File: config.mk
export PLATFORM = sky130hd
export DESIGN_NAME = axi_sram_slave
export DESIGN_NICKNAME = d
export VERILOG_FILES = /design/src/rtl/axi_sram_slave.sv
export SDC_FILE = /design/constraint.sdc
export NUM_CORES = 1
export LEC_CHECK = 0
export ABC_AREA = 0
export CAP_MARGIN = 20
export CORE_MARGIN = 2
export CORE_UTILIZATION = 30
export DETAILED_ROUTE_END_ITERATION = 7
export GPL_TIMING_DRIVEN = 0
export PLACE_DENSITY = 0.84
export SLEW_MARGIN = 20
export SYNTH_ARGS = -nofsm -noshare
export SYNTH_HDL_FRONTEND = slang
export SYNTH_SLANG_ARGS = --single-unit
File: constraint.sdc
create_clock -name ACLK -period 2.1 [get_ports ACLK]
set_clock_uncertainty 0.1 [all_clocks]
set_input_delay 0.42 -clock ACLK [delete_from_list [all_inputs] [get_ports ACLK]]
set_output_delay 0.42 -clock ACLK [all_outputs]
set_load 0.03 [all_outputs]
File: src/rtl/axi_sram_slave.sv
// AXI3 INCR-burst slave bridging serialized write/read bursts onto a single-port synchronous SRAM.
// Build option AXI_SLV_ERRCHK_EN: out-of-range address and WLAST consistency checking with SLVERR.
module axi_sram_slave #(
  parameter int unsigned ID_W   = 8,
  parameter int unsigned ADDR_W = 32,
  parameter int unsigned MEM_AW = 14
) (
  input  logic              ACLK,
  input  logic              ARESETn,
  input  logic [ID_W-1:0]   AWID,
  input  logic [ADDR_W-1:0] AWADDR,
  input  logic [3:0]        AWLEN,
  input  logic              AWVALID,
  output logic              AWREADY,
  input  logic [31:0]       WDATA,
  input  logic [3:0]        WSTRB,
  input  logic              WLAST,
  input  logic              WVALID,
  output logic              WREADY,
  output logic [ID_W-1:0]   BID,
  output logic [1:0]        BRESP,
  output logic              BVALID,
  input  logic              BREADY,
  input  logic [ID_W-1:0]   ARID,
  input  logic [ADDR_W-1:0] ARADDR,
  input  logic [3:0]        ARLEN,
  input  logic              ARVALID,
  output logic              ARREADY,
  output logic [ID_W-1:0]   RID,
  output logic [31:0]       RDATA,
  output logic [1:0]        RRESP,
  output logic              RLAST,
  output logic              RVALID,
  input  logic              RREADY,
  output logic              CEB,
  output logic [3:0]        WEB,
  output logic [MEM_AW-1:0] A,
  output logic [31:0]       DI,
  input  logic [31:0]       DO
);

`ifdef AXI_SLV_ERRCHK_EN
  localparam bit ERRCHK = 1'b1;
`else
  localparam bit ERRCHK = 1'b0;
`endif

  localparam logic       PRIO_WR = 1'b0;
  localparam logic       PRIO_RD = 1'b1;
  localparam logic [1:0] RESP_OK = 2'b00;
  localparam logic [1:0] RESP_SE = 2'b10;

  typedef enum logic [1:0] {
    IDLE  = 2'd0,
    WR    = 2'd1,
    WRESP = 2'd2,
    RD    = 2'd3
  } state_t;

  state_t            state_q, state_d;
  logic              prio_q, prio_d;
  logic [MEM_AW-1:0] addr_q, addr_d;
  logic [3:0]        cnt_q, cnt_d;
  logic [ID_W-1:0]   bid_q, bid_d;
  logic [ID_W-1:0]   rid_q, rid_d;
  logic              werr_q, werr_d;
  logic              woor_q, woor_d;
  logic              rerr_q, rerr_d;

  logic [MEM_AW-1:0] aw_word, ar_word, addr_inc;
  logic              aw_oor, ar_oor, last_beat;
  logic              unused_bits;

  assign aw_word   = AWADDR[MEM_AW+1:2];
  assign ar_word   = ARADDR[MEM_AW+1:2];
  assign addr_inc  = addr_q + MEM_AW'(1);
  assign last_beat = (cnt_q == 4'd0);

  // Address bits above the SRAM window only matter when range checking is built in.
  assign aw_oor = ERRCHK && (|AWADDR[ADDR_W-1:MEM_AW+2]);
  assign ar_oor = ERRCHK && (|ARADDR[ADDR_W-1:MEM_AW+2]);
  assign unused_bits = ^{AWADDR[1:0], ARADDR[1:0], AWADDR[ADDR_W-1:MEM_AW+2],
                         ARADDR[ADDR_W-1:MEM_AW+2], WLAST};

  assign DI     = WDATA;
  assign BID    = bid_q;
  assign RID    = rid_q;
  assign BVALID = (state_q == WRESP);
  assign BRESP  = werr_q ? RESP_SE : RESP_OK;
  assign RVALID = (state_q == RD);
  assign RLAST  = (state_q == RD) && last_beat;
  assign RRESP  = rerr_q ? RESP_SE : RESP_OK;
  assign RDATA  = rerr_q ? 32'h0 : DO;

  // State and burst context registers.
  always_ff @(posedge ACLK or negedge ARESETn) begin
    if (!ARESETn) begin
      state_q <= IDLE;
      prio_q  <= PRIO_WR;
      addr_q  <= '0;
      cnt_q   <= 4'd0;
      bid_q   <= '0;
      rid_q   <= '0;
      werr_q  <= 1'b0;
      woor_q  <= 1'b0;
      rerr_q  <= 1'b0;
    end else begin
      state_q <= state_d;
      prio_q  <= prio_d;
      addr_q  <= addr_d;
      cnt_q   <= cnt_d;
      bid_q   <= bid_d;
      rid_q   <= rid_d;
      werr_q  <= werr_d;
      woor_q  <= woor_d;
      rerr_q  <= rerr_d;
    end
  end

  // Next state, channel handshakes and SRAM port drive.
  always_comb begin
    state_d = state_q;
    prio_d  = prio_q;
    addr_d  = addr_q;
    cnt_d   = cnt_q;
    bid_d   = bid_q;
    rid_d   = rid_q;
    werr_d  = werr_q;
    woor_d  = woor_q;
    rerr_d  = rerr_q;
    AWREADY = 1'b0;
    ARREADY = 1'b0;
    WREADY  = 1'b0;
    CEB     = 1'b1;
    WEB     = 4'hF;
    A       = addr_q;

    case (state_q)
      IDLE: begin
        // Round-robin: the channel without priority only wins when the other is idle.
        AWREADY = ARESETn && ((prio_q == PRIO_WR) || !ARVALID);
        ARREADY = ARESETn && ((prio_q == PRIO_RD) || !AWVALID);
        if (AWVALID && AWREADY) begin
          addr_d  = aw_word;
          cnt_d   = AWLEN;
          bid_d   = AWID;
          werr_d  = aw_oor;
          woor_d  = aw_oor;
          state_d = WR;
        end else if (ARVALID && ARREADY) begin
          CEB     = 1'b0;
          A       = ar_word;
          addr_d  = ar_word;
          cnt_d   = ARLEN;
          rid_d   = ARID;
          rerr_d  = ar_oor;
          state_d = RD;
        end
      end

      WR: begin
        WREADY = 1'b1;
        if (WVALID) begin
          CEB    = woor_q;
          WEB    = ~WSTRB;
          addr_d = addr_inc;
          cnt_d  = cnt_q - 4'd1;
          if (ERRCHK && (WLAST != last_beat)) begin
            werr_d = 1'b1;
          end
          if (last_beat) begin
            state_d = WRESP;
          end
        end
      end

      WRESP: begin
        if (BREADY) begin
          state_d = IDLE;
          prio_d  = ~prio_q;
        end
      end

      RD: begin
        // Read-ahead only on a handshake so DO stays frozen while the master stalls.
        if (RREADY) begin
          if (last_beat) begin
            state_d = IDLE;
            prio_d  = ~prio_q;
          end else begin
            CEB    = 1'b0;
            A      = addr_inc;
            addr_d = addr_inc;
            cnt_d  = cnt_q - 4'd1;
          end
        end
      end

      default: state_d = IDLE;
    endcase
  end

endmodule

# [After elaboration in Yosys (flattened, before gate mapping)]
# Cells that the tools add are included.
[totals] reg_bits=37 word_cells=77 output_inout_bits=109
[classes] bitwise=3 reduce_logical=19 eq_ne=10 muxes=37 add_sub_neg=2
[op_table] operator="$mux 14" count=6
[op_table] operator="$pmux 14 s3" count=1
[op_table] operator="$mux 4" count=7
[op_table] operator="$pmux 14 s2" count=1
[op_table] operator="$add 14x1->14 const B" count=1
[op_table] operator="$mux 2" count=7
[op_table] operator="$pmux 4 s3" count=1
[op_table] operator="$mux 1" count=11
[op_table] operator="$pmux 2 s4" count=1
[op_table] operator="$ne 2x1->1 const B" count=3
[op_table] operator="$ne 2x2->1 const B" count=3
[op_table] operator="$reduce_and 6->1" count=1
[op_table] operator="$logic_and 1x1->1" count=5
[op_table] operator="$reduce_and 5->1" count=1
[op_table] operator="$eq 2x2->1 const B" count=2
[op_table] operator="$logic_not 4->1" count=1
[op_table] operator="$not 4->4" count=1
[op_table] operator="$reduce_and 2->1" count=2
[op_table] operator="$reduce_and 4->1" count=1
[op_table] operator="$sub 4x1->4 const B" count=1
[op_table] operator="$ne 3x3->1 const B" count=1
[op_table] operator="$pmux 1 s3" count=1
[op_table] operator="$reduce_and 3->1" count=1
[op_table] operator="$reduce_bool 3->1" count=1
[op_table] operator="other kinds (7)" count=10

# [Logic depth before layout (Yosys ltp)]
[depth] ltp_word=7 ltp_mapped=10 mapped_depth_nobuf=7

# [Worst setup path after synthesis]
# Ideal clock, no wire load.
[synth_path] path_kind="register to output" from="reg cnt_q[0]" to="out A[3]" arrival_time_ns=2.310 setup_slack_ns=-0.730 stages_incl_launch_ff=9 n_path_buf=1 path_cell_list="dfrtp_1 inv_1 ha_1 or3b_2 clkbuf_1 a31o_2 a21oi_1 nor2_1 o21ai_0"
[synth_via] elab_chain_len=4
[synth_lines] element="start: declaration" line_no="63" text="logic [3:0] cnt_q, cnt_d;"
[synth_lines] element="start signal: assignment" line_no="111" text="cnt_q <= cnt_d;"
[synth_lines] element="$logic_not 4->1" line_no="77" text="assign last_beat = (cnt_q == 4'd0);"
[synth_lines] element="$mux 14" line_no="187" text="if (last_beat) begin"
[synth_lines] element="$mux 14" line_no="186" text="if (RREADY) begin"
[synth_lines] element="$pmux 14 s2" line_no="138" text="case (state_q)"
[synth_lines] element="end: declaration" line_no="37" text="output logic [MEM_AW-1:0] A,"
# No other way between the ends.

# [Final worst setup path]
[layout_path] from="reg cnt_q[1]" to="out A[9]"
# Same word-level chain as after synthesis.

==> flow_metrics.env <==
export IMPL_finalPower_w=0.00974
export IMPL_p_switching_w=0.00468
export IMPL_drive_gt1_frac=0.459
export IMPL_drtAntennaViolNets=0
export IMPL_startpoint="cnt_q[1]"
export IMPL_hold_class="flop to flop"
export IMPL_endpoint="A[9]"
export IMPL_worstPathMaxFanout=9
export IMPL_grt_pass1_vias=4208
export IMPL_seq_power_share=0.138
export IMPL_path_cells="inv_2 -> ha_4 -> or3b_4 -> nand2_8 -> nor3_4 -> o21bai_1 -> a221o_2 -> buf_6"
export IMPL_slew_viol_final=0
export IMPL_synth_distinct_cells=62
export IMPL_stdcell_area_sq_um=7040
export IMPL_ff_latch_area_sq_um=931
export IMPL_yosys_area_top_type="dfrtp_1"
export IMPL_synth_ff_type="dfrtp_1"
export IMPL_setup_viol=42
export IMPL_grt_max_degree=23
export IMPL_setup_tns_ns=-10.54
export IMPL_worst_r2r_cell_count=12
export IMPL_maxSlewHeadroom=0.495
export IMPL_use_met1=0.252
export IMPL_postLayoutCoreUtil=0.581
export IMPL_fmax_mhz=378
export IMPL_clkTransAtPathRegs_ns=0.05
export IMPL_cts_sinks=37
export IMPL_yosysMostFrequentCell="buf_4"
export IMPL_synthTopCellsByArea="dfrtp_1 25%, buf_4 14%, mux2_2 5.1%, o21ai_0 3.9%, a21oi_1 3.5%"
export IMPL_initial_core_util=0.309
export IMPL_ir_worst_vdd_mv=0.825
export IMPL_crit_buf_inv=2
export IMPL_power_internal_w=0.00507
export IMPL_critical_path_top_delay_family="simple AND/OR/NAND/NOR gates"
export IMPL_power_density_nw_per_um2=1380
export IMPL_arrival_ns=2.13
export IMPL_yosysSeqAreaShare=0.248
export IMPL_combPwrFrac=0.767
export IMPL_ys_warnings_count=0
export IMPL_endpoint_kind="primary output"
export IMPL_grt_busiest_layer="met2"
export IMPL_crit_path_start_kind="flop"
export IMPL_violations="negative setup slack"
export IMPL_async_flop_share=1.00
export IMPL_drtIter0Drc=487
export IMPL_diodes=0
export IMPL_min_period_ns=2.65
export IMPL_drv_cap=0
export IMPL_synth_common_cells="72 x buf_4, 37 x dfrtp_1, 33 x nand2_1"
export IMPL_avgSynthCellArea_sq_um=8.11
export IMPL_timing_rr_end="cnt_q[0]"
export IMPL_io_buffers=166
export IMPL_cp_depth=8
export IMPL_synth_seq_cells=37
export IMPL_wl_mm=15.9
export IMPL_grt_ovfl_total=0
export IMPL_critPathKind="flop to primary output"
export IMPL_die_h_um=116
export IMPL_yosysTopAreaCellShare=0.248
export IMPL_drc=0
export IMPL_antenna_found_initial=0
export IMPL_max_stage_delay_ns=0.38
export IMPL_reg2reg_slack_ns=-0.29
export IMPL_place_congestion=0.947
export IMPL_pwr_share_clk=0.095
export IMPL_setup_ws_ns=-0.549
export IMPL_status="finished with violations"
export IMPL_multi_input_area_sq_um=2620
export IMPL_holdWs_ns=0.405
export IMPL_placement_cell_area_sq_um=5900
export IMPL_rsz0062_at_grt="true"
export IMPL_vias=4719
export IMPL_final_nets=858
export IMPL_die_w_um=116
export IMPL_grt_pass1_wl_mm=21.6
export IMPL_fill_cells=986
export IMPL_rr_startpoint="state_q[0]"
export IMPL_slowest_stage="a221o_2"
export IMPL_area_growth_pct=88.2
export IMPL_use_met3=0.0570
export IMPL_die_area_sq_um=13400
export IMPL_cts_tree="built"
export IMPL_use_met2=0.351
export IMPL_clk_path_buf_depth=2
export IMPL_min_path_cells=1
export IMPL_synthesis_area_sq_um=3740
export IMPL_core_area_sq_um=12100
export IMPL_cts_max_level=2
export IMPL_critPathRequiredTime_ns=1.58
export IMPL_drtPass1Iterations=6
export IMPL_routed_via_density=5.51
export IMPL_worst_slew_pin_slew_ns=0.755
export IMPL_fp_row_count=40
export IMPL_root_buffer="clkbuf_16"
export IMPL_num_io_pins=273
export IMPL_period_share=1.26
export IMPL_switching_share=0.480
export IMPL_numCtsBuffers=5
export IMPL_hold_violations=0
export IMPL_clock_latency_ns=0.29
export IMPL_grt_usage=0.207
export IMPL_wl_per_cell_um=18.6
export IMPL_synth_cells=461
export IMPL_synth_edf_count=0
export IMPL_cellLeakagePower_nw=2.84
export IMPL_dp_hpwl_mm=10.4
[cell usage in the layout (no fill, tap or decap), types with 5 or more instances in the layout]
cell type,instances
a21oi_1,13
nor3_1,8
nand2_1,29
o21ai_1,8
nand2b_1,5
nand3_2,6
nand3_1,18
clkbuf_2,7
mux2i_1,7
clkdlybuf4s50_1,138
o21ai_0,8
a222oi_1,7
dfrtp_1,33
nand4_1,7
ha_4,5
clkbuf_16,6
a21oi_2,12
a32oi_1,9
a22o_1,6
buf_4,114
o21ai_2,14
mux2_2,17
nor2_2,5
nor2_1,17
buf_6,39
inv_1,9
buf_8,7
[cell families after synthesis]
family | after synthesis | synth area share
mux | 27 | 0.0780
fa+ha+maj | 6 | 0.0201
flops | 37 | 0.248
other cells | 1 | 0.00100
buf+inv | 119 | 0.202
simple gates | 144 | 0.208
xor+xnor | 1 | 0.00234
compound gates | 126 | 0.241
[worst min-delay path by stage]
| stage | start | endpoint | slack, ns |
|---|---|---|---|
| floorplan | ARESETn | BID[0] | 0.02 |
| global placement | cnt_q[1] | cnt_q[1] | 0.38 |
| detailed placement | ARESETn | BID[4] | 0.33 |
| CTS | RID[5] | RID[5] | 0.41 |
| global route | RID[0] | RID[0] | 0.42 |
| finish | RID[5] | RID[5] | 0.41 |
[worst reg2reg max path, cell delays in order (launching register included)]
cell	delay, ns
dfrtp_2	0.45
buf_6	0.13
buf_6	0.10
buf_6	0.11
ha_4	0.16
buf_8	0.12
nor2b_4	0.13
nor2_4	0.17
buf_4	0.13
buf_4	0.10
o211ai_1	0.08
buf_4	0.20
a211o_1	0.29
[power groups by stage]
stage,clock network (W),registers [W],logic [W]
after detailed placement,0,0.00134,0.00572
after global placement,0,0.00132,0.00566
final,0.000922,0.00134,0.00748
after floorplan,0,0.00160,0.00359
after global routing,0.000967,0.00139,0.00784
after CTS,0.000926,0.00131,0.00644
[per-stage QoR]
step	setup slack [ns]	cells
after floorplan	-0.258	464
final	-0.549	857
after detailed placement	-1.51	799
after global placement	-3.08	798
after CTS	-0.510	834
after global routing	-0.612	857
[layout make-up]
| cell class | instances | share of cell area |
|---|---|---|
| clock buffers | 6 | 0.0197 |
| inverters | 15 | 0.00942 |
| flip-flops and latches | 37 | 0.132 |
| clock inverters | 2 | 0.00533 |
| repair buffers | 224 | 0.318 |
| well taps | 168 | 0.0299 |
| plain buffers | 97 | 0.114 |
| multi-input cells | 308 | 0.372 |
[flip-flops by register name, indices dropped and copies added (netlist names)]
| signal | cells |
|---|---|
| BID | 8 |
| RID | 8 |
| addr_q | 14 |
| cnt_q | 4 |
| prio_q | 1 |
| state_q | 2 |
[metal layers]
layer  wire length (um)  part of all wire
met3               1800              0.11
met2               7660              0.48
met4                849             0.053
met5                  0                 0
met1               5630              0.35
[repair_timing]
action	in CTS	in global routing
endpoints found under the setup margin	52	43
gates resized for setup	230	101
buffers inserted	30	26
hold buffers	2	0
gates cloned	2	0
pin swaps	24	20
endpoints found under the hold margin	15	0
Power figures use the tool's default switching activity.
